[config.mk]
export PLATFORM = sky130hd
export DESIGN_NAME = regfile_scoreboard_flat
export DESIGN_NICKNAME = d
export VERILOG_FILES = /design/src/rtl/regfile_pkg.sv /design/src/rtl/regfile_scoreboard_if.sv /design/src/rtl/regfile_busy_tracker.sv /design/src/rtl/regfile_scoreboard.sv /design/src/flat_wrapper.sv
export SDC_FILE = /design/constraint.sdc
export NUM_CORES = 1
export LEC_CHECK = 0
export CAP_MARGIN = 20
export CORE_MARGIN = 2
export CORE_UTILIZATION = 45
export DETAILED_ROUTE_END_ITERATION = 7
export SLEW_MARGIN = 20
export SYNTH_ARGS = -nofsm -noshare
export SYNTH_HDL_FRONTEND = slang
export SYNTH_HIERARCHICAL = 1
export SYNTH_SLANG_ARGS = --single-unit
[constraint.sdc]
create_clock -name clk -period 10.9 [get_ports clk]
set_input_delay 1.09 -clock clk [delete_from_list [all_inputs] [get_ports clk]]
set_output_delay 1.09 -clock clk [all_outputs]
set_load 0.05 [all_outputs]
[src/rtl/regfile_pkg.sv]
// -----------------------------------------------------------------------------
// regfile_pkg
// Shared constants for the register file / scoreboard block: default data and
// flags widths and the bit positions of the CLFZN processor flags.
// -----------------------------------------------------------------------------
package regfile_pkg;

    localparam int DATA_W_DEF = 16;
    localparam int FLAG_W_DEF = 5;

    // CLFZN flags register bit order
    localparam int FLAG_C = 4;
    localparam int FLAG_L = 3;
    localparam int FLAG_F = 2;
    localparam int FLAG_Z = 1;
    localparam int FLAG_N = 0;

endpackage

[src/rtl/regfile_scoreboard_if.sv]
// -----------------------------------------------------------------------------
// regfile_scoreboard_if
// Bus between the datapath control (master) and the register file (slave).
//   write port : wr_en, wr_addr, wr_data
//   read port A: rd_addr_a -> rd_data_a, busy_a   (combinational)
//   read port B: rd_addr_b -> rd_data_b, busy_b   (combinational)
//   scoreboard : busy_set, busy_addr
//   flags      : flags_en, flags_in -> flags      (registered)
// Handshake: there is no valid/ready pair. Every strobe (wr_en, busy_set,
// flags_en) is a single-cycle request sampled on the rising clock edge and is
// always accepted; the master stalls itself by watching busy_a/busy_b.
// -----------------------------------------------------------------------------
interface regfile_scoreboard_if #(
    parameter int DATA_W = 16,
    parameter int ADDR_W = 4,
    parameter int FLAG_W = 5
);
    logic              wr_en;
    logic [ADDR_W-1:0] wr_addr;
    logic [DATA_W-1:0] wr_data;
    logic [ADDR_W-1:0] rd_addr_a;
    logic [DATA_W-1:0] rd_data_a;
    logic              busy_a;
    logic [ADDR_W-1:0] rd_addr_b;
    logic [DATA_W-1:0] rd_data_b;
    logic              busy_b;
    logic              busy_set;
    logic [ADDR_W-1:0] busy_addr;
    logic              flags_en;
    logic [FLAG_W-1:0] flags_in;
    logic [FLAG_W-1:0] flags;

    modport master (
        output wr_en, wr_addr, wr_data, rd_addr_a, rd_addr_b,
               busy_set, busy_addr, flags_en, flags_in,
        input  rd_data_a, busy_a, rd_data_b, busy_b, flags
    );

    modport slave (
        input  wr_en, wr_addr, wr_data, rd_addr_a, rd_addr_b,
               busy_set, busy_addr, flags_en, flags_in,
        output rd_data_a, busy_a, rd_data_b, busy_b, flags
    );
endinterface

[src/rtl/regfile_busy_tracker.sv]
// -----------------------------------------------------------------------------
// regfile_busy_tracker
// One pending bit per register for multi-cycle producers.
//   clk, reset             : clock, async active-high reset (clears all bits)
//   clr_en, clr_addr       : a completed write clears its bit
//   set_en, set_addr       : a newly issued producer sets its bit
//   look_a_addr/look_b_addr: lookup addresses
//   busy_a/busy_b          : registered bit at the lookup address
// Callers pre-qualify clr_en/set_en (range, hardwired zero). Lookups outside
// 0..NUM_REGS-1 return 0.
// -----------------------------------------------------------------------------
module regfile_busy_tracker #(
    parameter int NUM_REGS = 16,
    parameter int ADDR_W   = 4
) (
    input  logic              clk,
    input  logic              reset,
    input  logic              clr_en,
    input  logic [ADDR_W-1:0] clr_addr,
    input  logic              set_en,
    input  logic [ADDR_W-1:0] set_addr,
    input  logic [ADDR_W-1:0] look_a_addr,
    input  logic [ADDR_W-1:0] look_b_addr,
    output logic              busy_a,
    output logic              busy_b
);

    logic [NUM_REGS-1:0] busy_q;
    logic [NUM_REGS-1:0] busy_d;

    always_comb begin
        busy_d = busy_q;
        for (int i = 0; i < NUM_REGS; i++) begin
            if (clr_en && (clr_addr == ADDR_W'(i))) busy_d[i] = 1'b0;
            // Applied after the clear: a new producer issued on the same edge
            // as the old result lands keeps the register pending.
            if (set_en && (set_addr == ADDR_W'(i))) busy_d[i] = 1'b1;
        end
    end

    always_ff @(posedge clk or posedge reset) begin
        if (reset) busy_q <= '0;
        else       busy_q <= busy_d;
    end

    always_comb begin
        busy_a = 1'b0;
        busy_b = 1'b0;
        for (int i = 0; i < NUM_REGS; i++) begin
            if (look_a_addr == ADDR_W'(i)) busy_a = busy_q[i];
            if (look_b_addr == ADDR_W'(i)) busy_b = busy_q[i];
        end
    end

endmodule

[src/rtl/regfile_scoreboard.sv]
// -----------------------------------------------------------------------------
// regfile_scoreboard
// Addressed register file: one write port, two combinational read ports,
// optional write-to-read bypass, optional hardwired-zero r0, a per-register
// busy scoreboard and the CLFZN flags register.
//   clk   : rising-edge clock
//   reset : asynchronous active-high; clears registers, busy bits and flags
//           and forces all read outputs to 0 while held
//   bus   : regfile_scoreboard_if.slave (write, two reads, busy_set, flags)
// -----------------------------------------------------------------------------
module regfile_scoreboard
    import regfile_pkg::*;
#(
    parameter int DATA_W   = DATA_W_DEF,
    parameter int NUM_REGS = 16,
    parameter int ADDR_W   = $clog2(NUM_REGS),
    parameter bit ZERO_REG = 1'b0,
    parameter bit BYPASS   = 1'b1,
    parameter int FLAG_W   = FLAG_W_DEF
) (
    input  logic                 clk,
    input  logic                 reset,
    regfile_scoreboard_if.slave  bus
);

    // Address names a real, writable register (in range and not hardwired r0).
    function automatic logic addr_ok(input logic [ADDR_W-1:0] addr);
        return (int'(addr) < NUM_REGS) && !(ZERO_REG && (addr == '0));
    endfunction

    logic [DATA_W-1:0] regs_q [NUM_REGS];
    logic [DATA_W-1:0] regs_d [NUM_REGS];
    logic [FLAG_W-1:0] flags_q;
    logic [FLAG_W-1:0] flags_d;

    logic              wr_ok;
    logic              set_ok;
    logic              rd_ok_a;
    logic              rd_ok_b;
    logic [DATA_W-1:0] raw_a;
    logic [DATA_W-1:0] raw_b;
    logic              trk_busy_a;
    logic              trk_busy_b;

    // Qualified requests. Gating with reset also keeps the bypass path from
    // leaking wr_data onto the read ports while reset is held.
    always_comb begin
        wr_ok   = !reset && bus.wr_en && addr_ok(bus.wr_addr);
        set_ok  = !reset && bus.busy_set && addr_ok(bus.busy_addr);
        rd_ok_a = !reset && addr_ok(bus.rd_addr_a);
        rd_ok_b = !reset && addr_ok(bus.rd_addr_b);
    end

    // Storage next state
    always_comb begin
        regs_d = regs_q;
        for (int i = 0; i < NUM_REGS; i++) begin
            if (wr_ok && (bus.wr_addr == ADDR_W'(i))) regs_d[i] = bus.wr_data;
        end
    end

    always_comb begin
        flags_d = bus.flags_en ? bus.flags_in : flags_q;
    end

    always_ff @(posedge clk or posedge reset) begin
        if (reset) begin
            for (int i = 0; i < NUM_REGS; i++) regs_q[i] <= '0;
            flags_q <= '0;
        end else begin
            regs_q  <= regs_d;
            flags_q <= flags_d;
        end
    end

    regfile_busy_tracker #(
        .NUM_REGS (NUM_REGS),
        .ADDR_W   (ADDR_W)
    ) u_busy (
        .clk         (clk),
        .reset       (reset),
        .clr_en      (wr_ok),
        .clr_addr    (bus.wr_addr),
        .set_en      (set_ok),
        .set_addr    (bus.busy_addr),
        .look_a_addr (bus.rd_addr_a),
        .look_b_addr (bus.rd_addr_b),
        .busy_a      (trk_busy_a),
        .busy_b      (trk_busy_b)
    );

    // Raw array lookups; out-of-range addresses fall through to 0.
    always_comb begin
        raw_a = '0;
        raw_b = '0;
        for (int i = 0; i < NUM_REGS; i++) begin
            if (bus.rd_addr_a == ADDR_W'(i)) raw_a = regs_q[i];
            if (bus.rd_addr_b == ADDR_W'(i)) raw_b = regs_q[i];
        end
    end

    // Read ports. A bypassed read reports not-busy: the value on wr_data is
    // the result the pending bit was waiting for.
    always_comb begin
        bus.rd_data_a = '0;
        bus.busy_a    = 1'b0;
        if (rd_ok_a) begin
            if (BYPASS && wr_ok && (bus.wr_addr == bus.rd_addr_a)) begin
                bus.rd_data_a = bus.wr_data;
            end else begin
                bus.rd_data_a = raw_a;
                bus.busy_a    = trk_busy_a;
            end
        end
    end

    always_comb begin
        bus.rd_data_b = '0;
        bus.busy_b    = 1'b0;
        if (rd_ok_b) begin
            if (BYPASS && wr_ok && (bus.wr_addr == bus.rd_addr_b)) begin
                bus.rd_data_b = bus.wr_data;
            end else begin
                bus.rd_data_b = raw_b;
                bus.busy_b    = trk_busy_b;
            end
        end
    end

    always_comb begin
        bus.flags = flags_q;
    end

endmodule
[src/flat_wrapper.sv]
// flat-port wrapper written by rule: the top's interface ports become plain ports
module regfile_scoreboard_flat import regfile_pkg::*;
#(
    parameter int DATA_W   = DATA_W_DEF,
    parameter int NUM_REGS = 16,
    parameter int ADDR_W   = $clog2(NUM_REGS),
    parameter bit ZERO_REG = 1'b0,
    parameter bit BYPASS   = 1'b1,
    parameter int FLAG_W   = FLAG_W_DEF
)
  (clk, reset, bus_wr_en, bus_wr_addr, bus_wr_data, bus_rd_addr_a, bus_rd_addr_b, bus_busy_set, bus_busy_addr, bus_flags_en, bus_flags_in, bus_rd_data_a, bus_busy_a, bus_rd_data_b, bus_busy_b, bus_flags);
  regfile_scoreboard_if #(.DATA_W(DATA_W), .ADDR_W(ADDR_W), .FLAG_W(FLAG_W)) bus_i ();
  input  logic clk;
  input  logic reset;
  input wire logic [$bits(bus_i.wr_en)-1:0] bus_wr_en;
  input wire logic [$bits(bus_i.wr_addr)-1:0] bus_wr_addr;
  input wire logic [$bits(bus_i.wr_data)-1:0] bus_wr_data;
  input wire logic [$bits(bus_i.rd_addr_a)-1:0] bus_rd_addr_a;
  input wire logic [$bits(bus_i.rd_addr_b)-1:0] bus_rd_addr_b;
  input wire logic [$bits(bus_i.busy_set)-1:0] bus_busy_set;
  input wire logic [$bits(bus_i.busy_addr)-1:0] bus_busy_addr;
  input wire logic [$bits(bus_i.flags_en)-1:0] bus_flags_en;
  input wire logic [$bits(bus_i.flags_in)-1:0] bus_flags_in;
  output wire logic [$bits(bus_i.rd_data_a)-1:0] bus_rd_data_a;
  output wire logic [$bits(bus_i.busy_a)-1:0] bus_busy_a;
  output wire logic [$bits(bus_i.rd_data_b)-1:0] bus_rd_data_b;
  output wire logic [$bits(bus_i.busy_b)-1:0] bus_busy_b;
  output wire logic [$bits(bus_i.flags)-1:0] bus_flags;
  assign bus_i.wr_en = bus_wr_en;
  assign bus_i.wr_addr = bus_wr_addr;
  assign bus_i.wr_data = bus_wr_data;
  assign bus_i.rd_addr_a = bus_rd_addr_a;
  assign bus_i.rd_addr_b = bus_rd_addr_b;
  assign bus_i.busy_set = bus_busy_set;
  assign bus_i.busy_addr = bus_busy_addr;
  assign bus_i.flags_en = bus_flags_en;
  assign bus_i.flags_in = bus_flags_in;
  assign bus_rd_data_a = bus_i.rd_data_a;
  assign bus_busy_a = bus_i.busy_a;
  assign bus_rd_data_b = bus_i.rd_data_b;
  assign bus_busy_b = bus_i.busy_b;
  assign bus_flags = bus_i.flags;
  regfile_scoreboard #(.DATA_W(DATA_W), .NUM_REGS(NUM_REGS), .ADDR_W(ADDR_W), .ZERO_REG(ZERO_REG), .BYPASS(BYPASS), .FLAG_W(FLAG_W)) u_core (.clk(clk), .reset(reset), .bus(bus_i));
endmodule
# After elaboration in Yosys (flattened, before gate mapping)

Index checks and enable logic that the tools add are counted.

Eq/ne operators: 62
Mux-type cells: 104
Reduce and logical (&&, ||, !) cells: 57

Operator list:

| operator           | count |
|---|---|
| $mux 16            | 36 |
| $eq 4x4->1 const B | 32 |
| $mux 1             | 68 |
| $eq 4x3->1 const B | 16 |
| $logic_and 1x1->1  | 36 |
| $eq 4x2->1 const B | 8 |
| $reduce_bool 2->1  | 16 |
| $eq 4x1->1 const B | 4 |
| $logic_not 4->1    | 4 |
| $eq 4x4->1         | 2 |
| $logic_not 1->1    | 1 |

Flip-flop bits (word level): 277
Output and inout port bits: 39

# Logic depth before layout (Yosys ltp)

Depth after elaboration: 19
Gate-level depth with buffers: 9

# Hierarchy

Netlist, hierarchy kept.

By module, submodules not included:

| module               | times used | cells each | area each (um2) | seq. area each (um2) |
|---|---|---|---|---|
| regfile_scoreboard   | 1          | 1553       | 16191.8         | 6531.3 |
| regfile_busy_tracker | 1          | 106        | 1032.2          | 400.4 |

# Least setup slack after synthesis

OpenSTA, ideal clock, no wires.

Kind: input to output
From: input reset
To: output bus_rd_data_a[13]
Arrival: 8574 ps
Slack: 1236 ps
Stages on the path: 4
Buffers on the path: 1
Cell sequence: clkbuf_1 inv_1 o221ai_1 a21oi_1

Longest elaborated chain between the ends: 5

Ends and longest elaborated chain:

| what              | line                      | source |
|---|---|---|
| start, declared   | flat_wrapper.sv:14        | `input logic reset;` |
| $logic_not 1->1   | regfile_scoreboard.sv:48  | `wr_ok = !reset && bus.wr_en && addr_ok(bus.wr_addr);` |
| $logic_and 1x1->1 | regfile_scoreboard.sv:48  |  |
| $logic_and 1x1->1 | regfile_scoreboard.sv:108 | `if (BYPASS && wr_ok && (bus.wr_addr == bus.rd_addr_a)) begin` |
| $mux 16           | regfile_scoreboard.sv:108 |  |
| $mux 16 *         | regfile_scoreboard.sv:107 | `if (rd_ok_a) begin` |
| end, declared     | flat_wrapper.sv:24        | `output wire logic [$bits(bus_i.rd_data_a)-1:0] bus_rd_data_a;` |

Mark *: on every way between the ends. The rest lies on a longest branch, timed or not.

# Final worst setup path

From: input bus_rd_addr_a[0]
To: output bus_rd_data_a[1]

Longest elaborated chain between the ends: 19

Ends and longest elaborated chain:

| what                   | line                      | source |
|---|---|---|
| start, declared        | flat_wrapper.sv:18        | `input wire logic [$bits(bus_i.rd_addr_a)-1:0] bus_rd_addr_a;` |
| $logic_not 4->1        | regfile_scoreboard.sv:97  | `if (bus.rd_addr_a == ADDR_W'(i)) raw_a = regs_q[i];` |
| $mux 16 (16 in series) | regfile_scoreboard.sv:97  |  |
| $mux 16 *              | regfile_scoreboard.sv:108 |  |
| $mux 16 *              | regfile_scoreboard.sv:107 |  |

Marks and branches as above.

==> impl_results.md <==
- Placeable Area: approximately 38000 µm²
- Placed wire-length estimate: roughly 47000 µm
- Setup_tns: 0 ns
- Initial antenna violation count: 1
- Max-slew headroom: between 10% and 20%
- DRC: 0
- I/O Pins: between 80 and 90
- Maximum VDD drop: approximately 0.14 mV
- Antenna Nets Post-Route: 0
- Final std cells w/o fill: ~2200
- Tot Pwr: approximately 3.4 mW
- Critical path class: in2out
- Crit-path max FO: 67
- Most frequent cells in the layout: dfrtp_1 (277), mux2_2 (257), o21ai_0 (130), nand2_1 (90), nor2_1 (82)
- DP Cell Count: 2136
- #FFs+latches synth: roughly 280
- GPL Wtd Cong: 1.00
- Antenna Cells: 0
- Async set-reset flop share out of synthesis: 100%
- DR iter-0 viols: about 2400
- Fin crit period: between 6 and 7 ns
- Slew Limit Fails: 0
- Maxcap violations: 0
- Prevailing post-synth register cell: dfrtp_1
- Commonest non-fill, non-tap cell in the layout: dfrtp_1
- Syn Area/Cell: 10.4 µm²
- Share of post-route cells with drive strength above 1: around 25%
- Via count: 15480
- RSZ-0062 raised after global routing: no
- Period utilization: around 58%
- Slew @ Worst Pin: 1.22 ns
- First-pass GRT wire length: approximately 110000 µm
- Die Y: around 200 µm
- TritonCTS Buffers: 31
- Static Leak: 7.91 nW
- Multi-input logic area: between 9000 and 10000 µm²
- Fmax: between 150 and 200 MHz
- Synth unique cells: 95
- Worst-case clock skew: 0 ns
- Clk slew on worst S/H paths: roughly 0.06 ns
- Max clock buf depth: 3
- Yosys warnings: 6
- Cts hold-fix bufs: 0
- Sequential fraction of the synthesis area: between 40% and 50%
- Fin. Hold Viols: 0
- Std cell rows: 71
- Syn Nets: around 1700
- Vias in the first global route: 14896
- Worst hold path type: reg2reg
- GRT Total Usage: a little under two fifths
- Synth Instances: between 1500 and 2000
- Clock sinks: between 200 and 300
- Final setup vio count: 0
- Pwr/cell area: between 150 and 200 nW/µm²
- Port bufs: 80
- Worst-Skew Late Latency: ~0.6 ns
- CP arrival: 5.25 ns
- CP Launch Type: input port
- Filler instances: around 3500
- Pin count of the biggest net entering global routing: between 150 and 200
- Post-synth EDFFs: 0
- WL/cell: ~33 µm
- CP required: between 9 and 10 ns
- Die area: roughly 40000 µm²
- Setup bufs post-CTS: 0
- Starting density of the core: a little under half
- Crit end category: primary output
- Routed wire length: 73300 µm
- Storage cell area: roughly 6900 µm²
- Status: complete, no violations
- Final-stage net count: 1700
- Post-route cell area: ~19000 µm²
- CTS tree: yes
- Grt ovf: 0
- Vias per cell: a little over 7
- Die X: roughly 200 µm
- Placed cell areas: ~18000 µm²
- Synthesized area: 17200 µm²
- Area Growth Syn to Fin: 11.3%
- H-tree levels: 1
- Clock root buffer: clkbuf_16
- DR pass1 iterations: 5
- Post-CTS sizing: 0
==> metal layers <==
layer	GRT usage, %	part of all wire, %	vias up	wire (µm)
li1	-	-	6297	-
met1	50.2	40	7705	29200
met2	52.8	41	1200	30400
met3	11.0	13	276	9260
met4	18.1	6.1	2	4480
met5	0	0.015	-	11
==> state kept, by name, summed over array words and instances (netlist names) <==
register	count
u_core/bus.flags	5
u_core/regs_q	256
u_core/u_busy/busy_q	16
==> cells in the mapped netlist (27+ instances only) <==
cell      instances  share of area, %
dfrtp_1         277                40
mux2_2          257                17
o21ai_0         130               3.8
nand2_1          90               2.0
nor2_1           83               1.8
a21oi_1          74               2.2
mux2i_1          63               3.7
buf_2            53               1.5
o22ai_1          48               1.7
a22oi_1          46               2.0
nor2b_1          40               1.5
clkbuf_1         34              0.74
nand3_1          31              0.90
buf_4            27               1.2
==> worst paths after layout <==
kind | from | to | slack (ns) | cells after the start
min | u_core/bus.flags[0] | u_core/bus.flags[0] | 0.51 | 1
max in group asynchronous | reset | u_core/regs_q[49] | 8.31 | 3
max | bus_rd_addr_a[0] | bus_rd_data_a[1] | 4.56 | 8
max reg2reg | u_core/regs_q[3] | u_core/regs_q[3] | 10.00 | 1
min reg2reg | u_core/bus.flags[0] | u_core/bus.flags[0] | 0.51 | 1
min in group asynchronous | reset | u_core/u_busy/busy_q[10] | 1.11 | 2
==> power breakdown <==
group	switching (mW)	total (mW)	internal (mW)	leakage (nW)
Sequential	0.226	1.46	1.23	3.53
Combinational	0.410	0.742	0.332	3.81
Clock	0.452	1.18	0.732	0.566
==> layout make-up <==
| cell class | instances | share of cell area [%] |
|---|---|---|
| multi-input combinational | 1219 | 48.9 |
| clock inverter | 20 | 1.66 |
| clock buffer | 38 | 4.34 |
| sequential | 277 | 36.2 |
| inverter | 20 | 0.444 |
| tap | 511 | 3.34 |
| timing repair buffer | 109 | 5.20 |
==> per-stage QoR <==
| stage | utilization (%) | setup slack [ns] | hold slack, ns |
|---|---|---|---|
| finish | 50.9 | 4.56 | 0.512 |
| floorplan | - | 1.24 | 0.464 |
| detailed placement | 47.8 | 4.73 | 0.500 |
| global placement | 47.8 | 4.79 | 0.489 |
| global route | 50.9 | 4.52 | 0.526 |
| CTS | 50.9 | 4.73 | 0.514 |
==> cells by family (layout without fill, tap and decap cells) <==
family / after synthesis / after routing / share of synthesized area, %
AOI/OAI and AO/OA: 504 / 504 / 19.8
muxes: 340 / 340 / 22.6
DFF: 277 / 277 / 40.2
and+or+nand+nor: 368 / 368 / 11.5
buffers and inverters: 163 / 187 / 5.59
xor gates and xnor gates: 7 / 7 / 0.356
==> worst max-delay path, stage by stage <==
cell and delay (ns):
buf_4 0.38, buf_4 0.76, nand2b_1 0.23, nand4_2 0.34, nor2_2 0.63, a2111oi_0 0.16, a2111oi_1 0.70, clkdlybuf4s50_1 0.93
Note: power is estimated with default switching activity, not from simulation.
